File: src/rtl/ddr_hit_judge.sv
`default_nettype none
// ============================================================================
//  Module      : ddr_hit_judge
//  Description : Two-player rhythm-game judge. Accepts one note (arrow mask)
//                at a time, watches both players' button rises over a
//                bounded window, and emits one hit or miss pulse per player
//                along with saturating score and combo counters.
//  Revision    : 1.0 - initial release
// ============================================================================
module ddr_hit_judge #(
   parameter int WINDOW     = 25000000,
   parameter int HIT_POINTS = 10
) (
   input  logic        clock,
   input  logic        reset,
   input  logic        note_valid,
   input  logic [3:0]  note_dir,
   output logic        note_ready,
   input  logic [3:0]  a_btn,
   input  logic [3:0]  b_btn,
   output logic        a_hit,
   output logic        b_hit,
   output logic        a_miss,
   output logic        b_miss,
   output logic [15:0] a_score,
   output logic [15:0] b_score,
   output logic [7:0]  a_combo,
   output logic [7:0]  b_combo
);

   localparam logic [24:0] C_WIN_LOAD = 25'(WINDOW - 1);
   localparam logic [16:0] C_HIT_PTS  = 17'(HIT_POINTS);

   typedef enum logic [1:0] {
      S_IDLE   = 2'd0,
      S_JUDGE  = 2'd1,
      S_RESULT = 2'd2
   } state_t;

   state_t      state_q,   state_d;
   logic [24:0] cnt_q,     cnt_d;
   logic [3:0]  dir_q,     dir_d;
   logic [3:0]  prev_a_q,  prev_a_d;
   logic [3:0]  prev_b_q,  prev_b_d;
   logic        a_res_q,   a_res_d;
   logic        b_res_q,   b_res_d;
   logic        a_good_q,  a_good_d;
   logic        b_good_q,  b_good_d;
   logic        a_hit_q,   a_hit_d;
   logic        b_hit_q,   b_hit_d;
   logic        a_miss_q,  a_miss_d;
   logic        b_miss_q,  b_miss_d;
   logic [15:0] a_score_q, a_score_d;
   logic [15:0] b_score_q, b_score_d;
   logic [7:0]  a_combo_q, a_combo_d;
   logic [7:0]  b_combo_q, b_combo_d;

   logic [3:0]  a_rise;
   logic [3:0]  b_rise;
   logic        a_final_hit;
   logic        b_final_hit;

   // Score add that clamps at the 16-bit ceiling instead of wrapping.
   function automatic logic [15:0] score_add(input logic [15:0] s);
      logic [16:0] sum;
      sum = {1'b0, s} + C_HIT_PTS;
      return sum[16] ? 16'hFFFF : sum[15:0];
   endfunction

   // Combo increment that sticks at 255.
   function automatic logic [7:0] combo_inc(input logic [7:0] c);
      return (c == 8'hFF) ? 8'hFF : c + 8'd1;
   endfunction

   // Edge detect against the previous-cycle level; prev is forced high in reset
   // so a button held through reset never looks like a fresh press.
   always_comb begin
      a_rise = a_btn & ~prev_a_q;
      b_rise = b_btn & ~prev_b_q;
   end

   // Next-state computation for the note FSM, judgement flags and counters.
   always_comb begin
      state_d     = state_q;
      cnt_d       = cnt_q;
      dir_d       = dir_q;
      prev_a_d    = a_btn;
      prev_b_d    = b_btn;
      a_res_d     = a_res_q;
      b_res_d     = b_res_q;
      a_good_d    = a_good_q;
      b_good_d    = b_good_q;
      a_hit_d     = 1'b0;
      b_hit_d     = 1'b0;
      a_miss_d    = 1'b0;
      b_miss_d    = 1'b0;
      a_score_d   = a_score_q;
      b_score_d   = b_score_q;
      a_combo_d   = a_combo_q;
      b_combo_d   = b_combo_q;
      a_final_hit = 1'b0;
      b_final_hit = 1'b0;

      case (state_q)
         S_IDLE: begin
            if (note_valid) begin
               dir_d    = note_dir;
               cnt_d    = C_WIN_LOAD;
               a_res_d  = 1'b0;
               b_res_d  = 1'b0;
               a_good_d = 1'b0;
               b_good_d = 1'b0;
               state_d  = S_JUDGE;
            end
         end

         S_JUDGE: begin
            if (cnt_q != 25'd0) begin
               cnt_d = cnt_q - 25'd1;
            end

            // A wrong arrow in the same cycle as a right one counts as a miss.
            if (!a_res_q) begin
               if ((a_rise & ~dir_q) != 4'd0) begin
                  a_res_d  = 1'b1;
                  a_good_d = 1'b0;
               end else if ((a_rise & dir_q) != 4'd0) begin
                  a_res_d  = 1'b1;
                  a_good_d = 1'b1;
               end
            end
            if (!b_res_q) begin
               if ((b_rise & ~dir_q) != 4'd0) begin
                  b_res_d  = 1'b1;
                  b_good_d = 1'b0;
               end else if ((b_rise & dir_q) != 4'd0) begin
                  b_res_d  = 1'b1;
                  b_good_d = 1'b1;
               end
            end

            // Close the note once both players are decided or the window ends;
            // anyone still undecided at that point is scored as a miss.
            if ((a_res_d && b_res_d) || (cnt_q == 25'd0)) begin
               state_d     = S_RESULT;
               a_final_hit = a_res_d & a_good_d;
               b_final_hit = b_res_d & b_good_d;
               a_hit_d     = a_final_hit;
               a_miss_d    = ~a_final_hit;
               b_hit_d     = b_final_hit;
               b_miss_d    = ~b_final_hit;
               if (a_final_hit) begin
                  a_score_d = score_add(a_score_q);
                  a_combo_d = combo_inc(a_combo_q);
               end else begin
                  a_combo_d = 8'd0;
               end
               if (b_final_hit) begin
                  b_score_d = score_add(b_score_q);
                  b_combo_d = combo_inc(b_combo_q);
               end else begin
                  b_combo_d = 8'd0;
               end
            end
         end

         S_RESULT: begin
            state_d = S_IDLE;
         end

         default: begin
            state_d = S_IDLE;
         end
      endcase
   end

   // State and output registers; reset drops straight back to IDLE.
   always_ff @(posedge clock or posedge reset) begin
      if (reset) begin
         state_q   <= S_IDLE;
         cnt_q     <= 25'd0;
         dir_q     <= 4'd0;
         prev_a_q  <= 4'hF;
         prev_b_q  <= 4'hF;
         a_res_q   <= 1'b0;
         b_res_q   <= 1'b0;
         a_good_q  <= 1'b0;
         b_good_q  <= 1'b0;
         a_hit_q   <= 1'b0;
         b_hit_q   <= 1'b0;
         a_miss_q  <= 1'b0;
         b_miss_q  <= 1'b0;
         a_score_q <= 16'd0;
         b_score_q <= 16'd0;
         a_combo_q <= 8'd0;
         b_combo_q <= 8'd0;
      end else begin
         state_q   <= state_d;
         cnt_q     <= cnt_d;
         dir_q     <= dir_d;
         prev_a_q  <= prev_a_d;
         prev_b_q  <= prev_b_d;
         a_res_q   <= a_res_d;
         b_res_q   <= b_res_d;
         a_good_q  <= a_good_d;
         b_good_q  <= b_good_d;
         a_hit_q   <= a_hit_d;
         b_hit_q   <= b_hit_d;
         a_miss_q  <= a_miss_d;
         b_miss_q  <= b_miss_d;
         a_score_q <= a_score_d;
         b_score_q <= b_score_d;
         a_combo_q <= a_combo_d;
         b_combo_q <= b_combo_d;
      end
   end

   assign note_ready = (state_q == S_IDLE);
   assign a_hit      = a_hit_q;
   assign b_hit      = b_hit_q;
   assign a_miss     = a_miss_q;
   assign b_miss     = b_miss_q;
   assign a_score    = a_score_q;
   assign b_score    = b_score_q;
   assign a_combo    = a_combo_q;
   assign b_combo    = b_combo_q;

endmodule
`default_nettype wire

File: config.mk
export PLATFORM = sky130hd
export DESIGN_NAME = ddr_hit_judge
export DESIGN_NICKNAME = d
export VERILOG_FILES = /design/src/rtl/ddr_hit_judge.sv
export SDC_FILE = /design/constraint.sdc
export NUM_CORES = 1
export LEC_CHECK = 0
export ABC_AREA = 1
export BUFFER_PORTS_ARGS = -buffer_cell sky130_fd_sc_hd__buf_4
export CORE_AREA = 2 2 117 119
export CTS_CLUSTER_DIAMETER = 30
export DETAILED_ROUTE_END_ITERATION = 10
export DIE_AREA = 0 0 119 121
export GPL_TIMING_DRIVEN = 0
export HOLD_SLACK_MARGIN = 0.05
export PLACE_DENSITY = 0.72
export SLEW_MARGIN = 25
export SYNTH_ARGS = -nofsm -noshare
export SYNTH_HDL_FRONTEND = slang
export SYNTH_SLANG_ARGS = --single-unit
export TNS_END_PERCENT = 20
File: constraint.sdc
create_clock -name clock -period 3.45 [get_ports clock]
set_input_delay 0.69 -clock clock [delete_from_list [all_inputs] [get_ports clock]]
set_output_delay 0.69 -clock clock [all_outputs]
set_load 0.03 [all_outputs]
==> metrics.txt <==
status complete, no violations; Worst Path Required 3690 ps; PortBufs 67; ANT nets after route 0; initial core utilization approximately 44%; P per Cell Area 693.5 mW/mm^2; Filler cells 1290; layout cell share with drive strength beyond 1 15.60%; first-iteration detailed-routing DRC count 445; max-cap viol count 0; detailed placer's ending HPWL 10300 um; Root Driver clkbuf_16; H-tree depth 3; critical path class flip-flop to flip-flop; Setup Buffers After CTS 0; Max Clock Freq 0.5192 GHz; GR Util met3 under 10%; Core Region 0.01309 mm^2; final worst-path cycle share 55.83%; die span in y 121 um; vias 5416; busiest grt layer met2; utilization of the core after routing between 50% and 60%; syn_area_per_cell between 7 and 8 um^2; sequential-to-total area share from yosys stat 41.11%; nature of the critical path endpoint flip-flop; Worst Clk Skew 6.635 ps; Inserted Clock Buffers 9; Max rail drop VDD 0.0003086 V; RSZ-0062 raised after global routing false; IO Count 68; Syn Inst Count about 800; CTS tree done; Final Max Slew Viols 0; post-DR vias/cell 5.076; startpoint types flip-flop; Arr. time, crit path 2160 ps; # setup viols final 0; wire per inst ~13 um; Yosys warning total 0; vias in the first global route 4951; dpl cell area 0.006563 mm^2; Yosys cell types 36; first-pass GRT wire length 24040 um; met1 usage around 29%; die area 0.01440 mm^2; Syn-to-layout area delta 17.45%; GRT overflow 0; Slew Limit Headroom between 60% and 70%; worst slew pin tran 571.1 ps; Post-CTS Resized 0; Clock Latency Late Sink 350 ps; GR Layer Usage met2 31.65%; worst hold path class input port to asynchronous set/reset pin; Lkg Pwr 3.400 nW; # hold bufs at CTS 0; routability congestion estimate from global placement between 0.9 and 1; Power, Total around 0.0047 W; crit path max fanout 6; R2R Path Start cnt_q[0]$_DFFE_PP0P_; DR pass1 iterations 5; min cycle time layout between 1500 and 2000 ps; Hold Vio Cnt, Final 0; Min Hold Slack between 200 and 300 ps; clock sinks 95; setup tns final 0 ps; crit path launch cnt_q[0]$_DFFE_PP0P_; deepest clock path buffer count 2; detailed-route DRC error count 0; initial antenna violation count 0; synthesized area around 0.0058 mm^2; final instance area between 0.006 and 0.007 mm^2; Die Width 119 um; Antenna Cells 0; Final nets 908; DRT Wirelength between 10000 and 15000 um; row count between 40 and 50; register bit total from synthesis 95; Reg clk slew, reported paths ~60 ps; GRT Util Overall 20.58%; Synth Net Count slightly above 800; largest net degree at the start of global routing 73
==> layer usage <==
metal	part of all wire [%]	vias up
li1	-	2777
met1	49	2525
met2	46	94
met3	3.7	20
met4	2.0	0
met5	0	-
==> flip-flops by register name, indices dropped and copies added (netlist names), 2 cells and up <==
| name | flops |
|---|---|
| a_combo | 8 |
| state_q | 2 |
| a_score | 16 |
| prev_a_q | 4 |
| dir_q | 4 |
| prev_b_q | 4 |
| b_combo | 8 |
| cnt_q | 25 |
| b_score | 16 |
==> synthesized netlist by cell type, drive strengths merged <==
library cell | number | area, um^2
a21oi | 9 | 48.80
buf | 18 | 146.4
clkbuf | 7 | 26.28
clkinv | 1 | 5.000
dfrtp | 87 | 2177
dfstp | 8 | 210.2
ha | 6 | 75.07
inv | 90 | 337.8
nand2 | 255 | 996.0
nand3 | 89 | 488.0
nand3b | 6 | 45.04
nand4 | 42 | 262.8
nor2 | 91 | 376.6
nor3 | 6 | 35.03
nor4 | 1 | 6.260
o21ai | 61 | 324.1
o21bai | 2 | 15.01
o22ai | 5 | 31.28
or2 | 4 | 25.02
xnor2 | 1 | 8.760
xor2 | 19 | 166.4
==> worst max-delay path, cell delays in order, from the launching register on <==
cell	delay (ps)
dfrtp_1	400
inv_1	160
ha_1	280
nand2_1	110
nor2_1	300
nand3_1	190
xor2_1	170
o21ai_0	130
o21ai_1	80
==> through the flow <==
stage / setup slack, ps / instances
finish: 1524 / 1067
global route: 1250 / 1067
CTS: 1520 / 1067
detailed placement: 1385 / 1052
global placement: -978.6 / 1051
floorplan: 296.2 / 808
==> layout make-up <==
| cell class | count | area, um^2 | area share, % |
|---|---|---|---|
| timing repair buffer | 68 | 530.5 | 7.778 |
| clock inverter | 3 | 21.27 | 0.3119 |
| sequential | 95 | 2387 | 35.00 |
| inverter | 91 | 347.8 | 5.100 |
| tap | 176 | 220.2 | 3.229 |
| buffer | 25 | 172.7 | 2.532 |
| multi-input combinational | 597 | 2904 | 42.58 |
| clock buffer | 12 | 236.5 | 3.467 |
==> power breakdown <==
group / internal, W / switching [W] / total [W]
Combinational: 0.000717 / 0.00150 / 0.00222
Sequential: 0.00137 / 0.000227 / 0.00159
Clock: 0.000486 / 0.000432 / 0.000918
Total: 0.00257 / 0.00216 / 0.00473
==> cells by family (layout without fill, tap and decap cells) <==
logic type	count (synthesis)	after routing	share of synthesized area, %
AO/OA/AOI/OAI	77	77	7.218
XOR/XNOR	20	20	3.017
adder cells (fa/ha/maj)	6	6	1.293
buffers and inverters	116	199	8.877
flip-flops	95	95	41.11
AND/OR/NAND/NOR	494	494	38.48
==> layout by cell type, fill, tap and decap left out, drive strengths merged, types with 2 or more instances in the layout <==
cell / n
dfrtp: 87
o22ai: 5
or2: 4
nand3: 89
xor2: 19
o21bai: 2
a21oi: 9
nand3b: 6
nand4: 42
ha: 6
o21ai: 61
buf: 86
dfstp: 8
nor3: 6
nand2: 255
nor2: 91
clkinv: 3
inv: 90
clkbuf: 19
==> final timing paths <==
kind	to	slack [ps]	cells past startpoint
max in group asynchronous	prev_b_q[3]$_DFF_PP1_	2520	3
min	a_hit$_DFF_PP0_	280	2
min in group clock	prev_a_q[1]$_DFF_PP1_	450	1
max	cnt_q[16]$_DFFE_PP0P_	1520	8
max reg2reg	cnt_q[16]$_DFFE_PP0P_	1520	8
min reg2reg	a_score[0]$_DFFE_PP0P_	470	2
No activity file was read; power rests on OpenSTA's default activity.
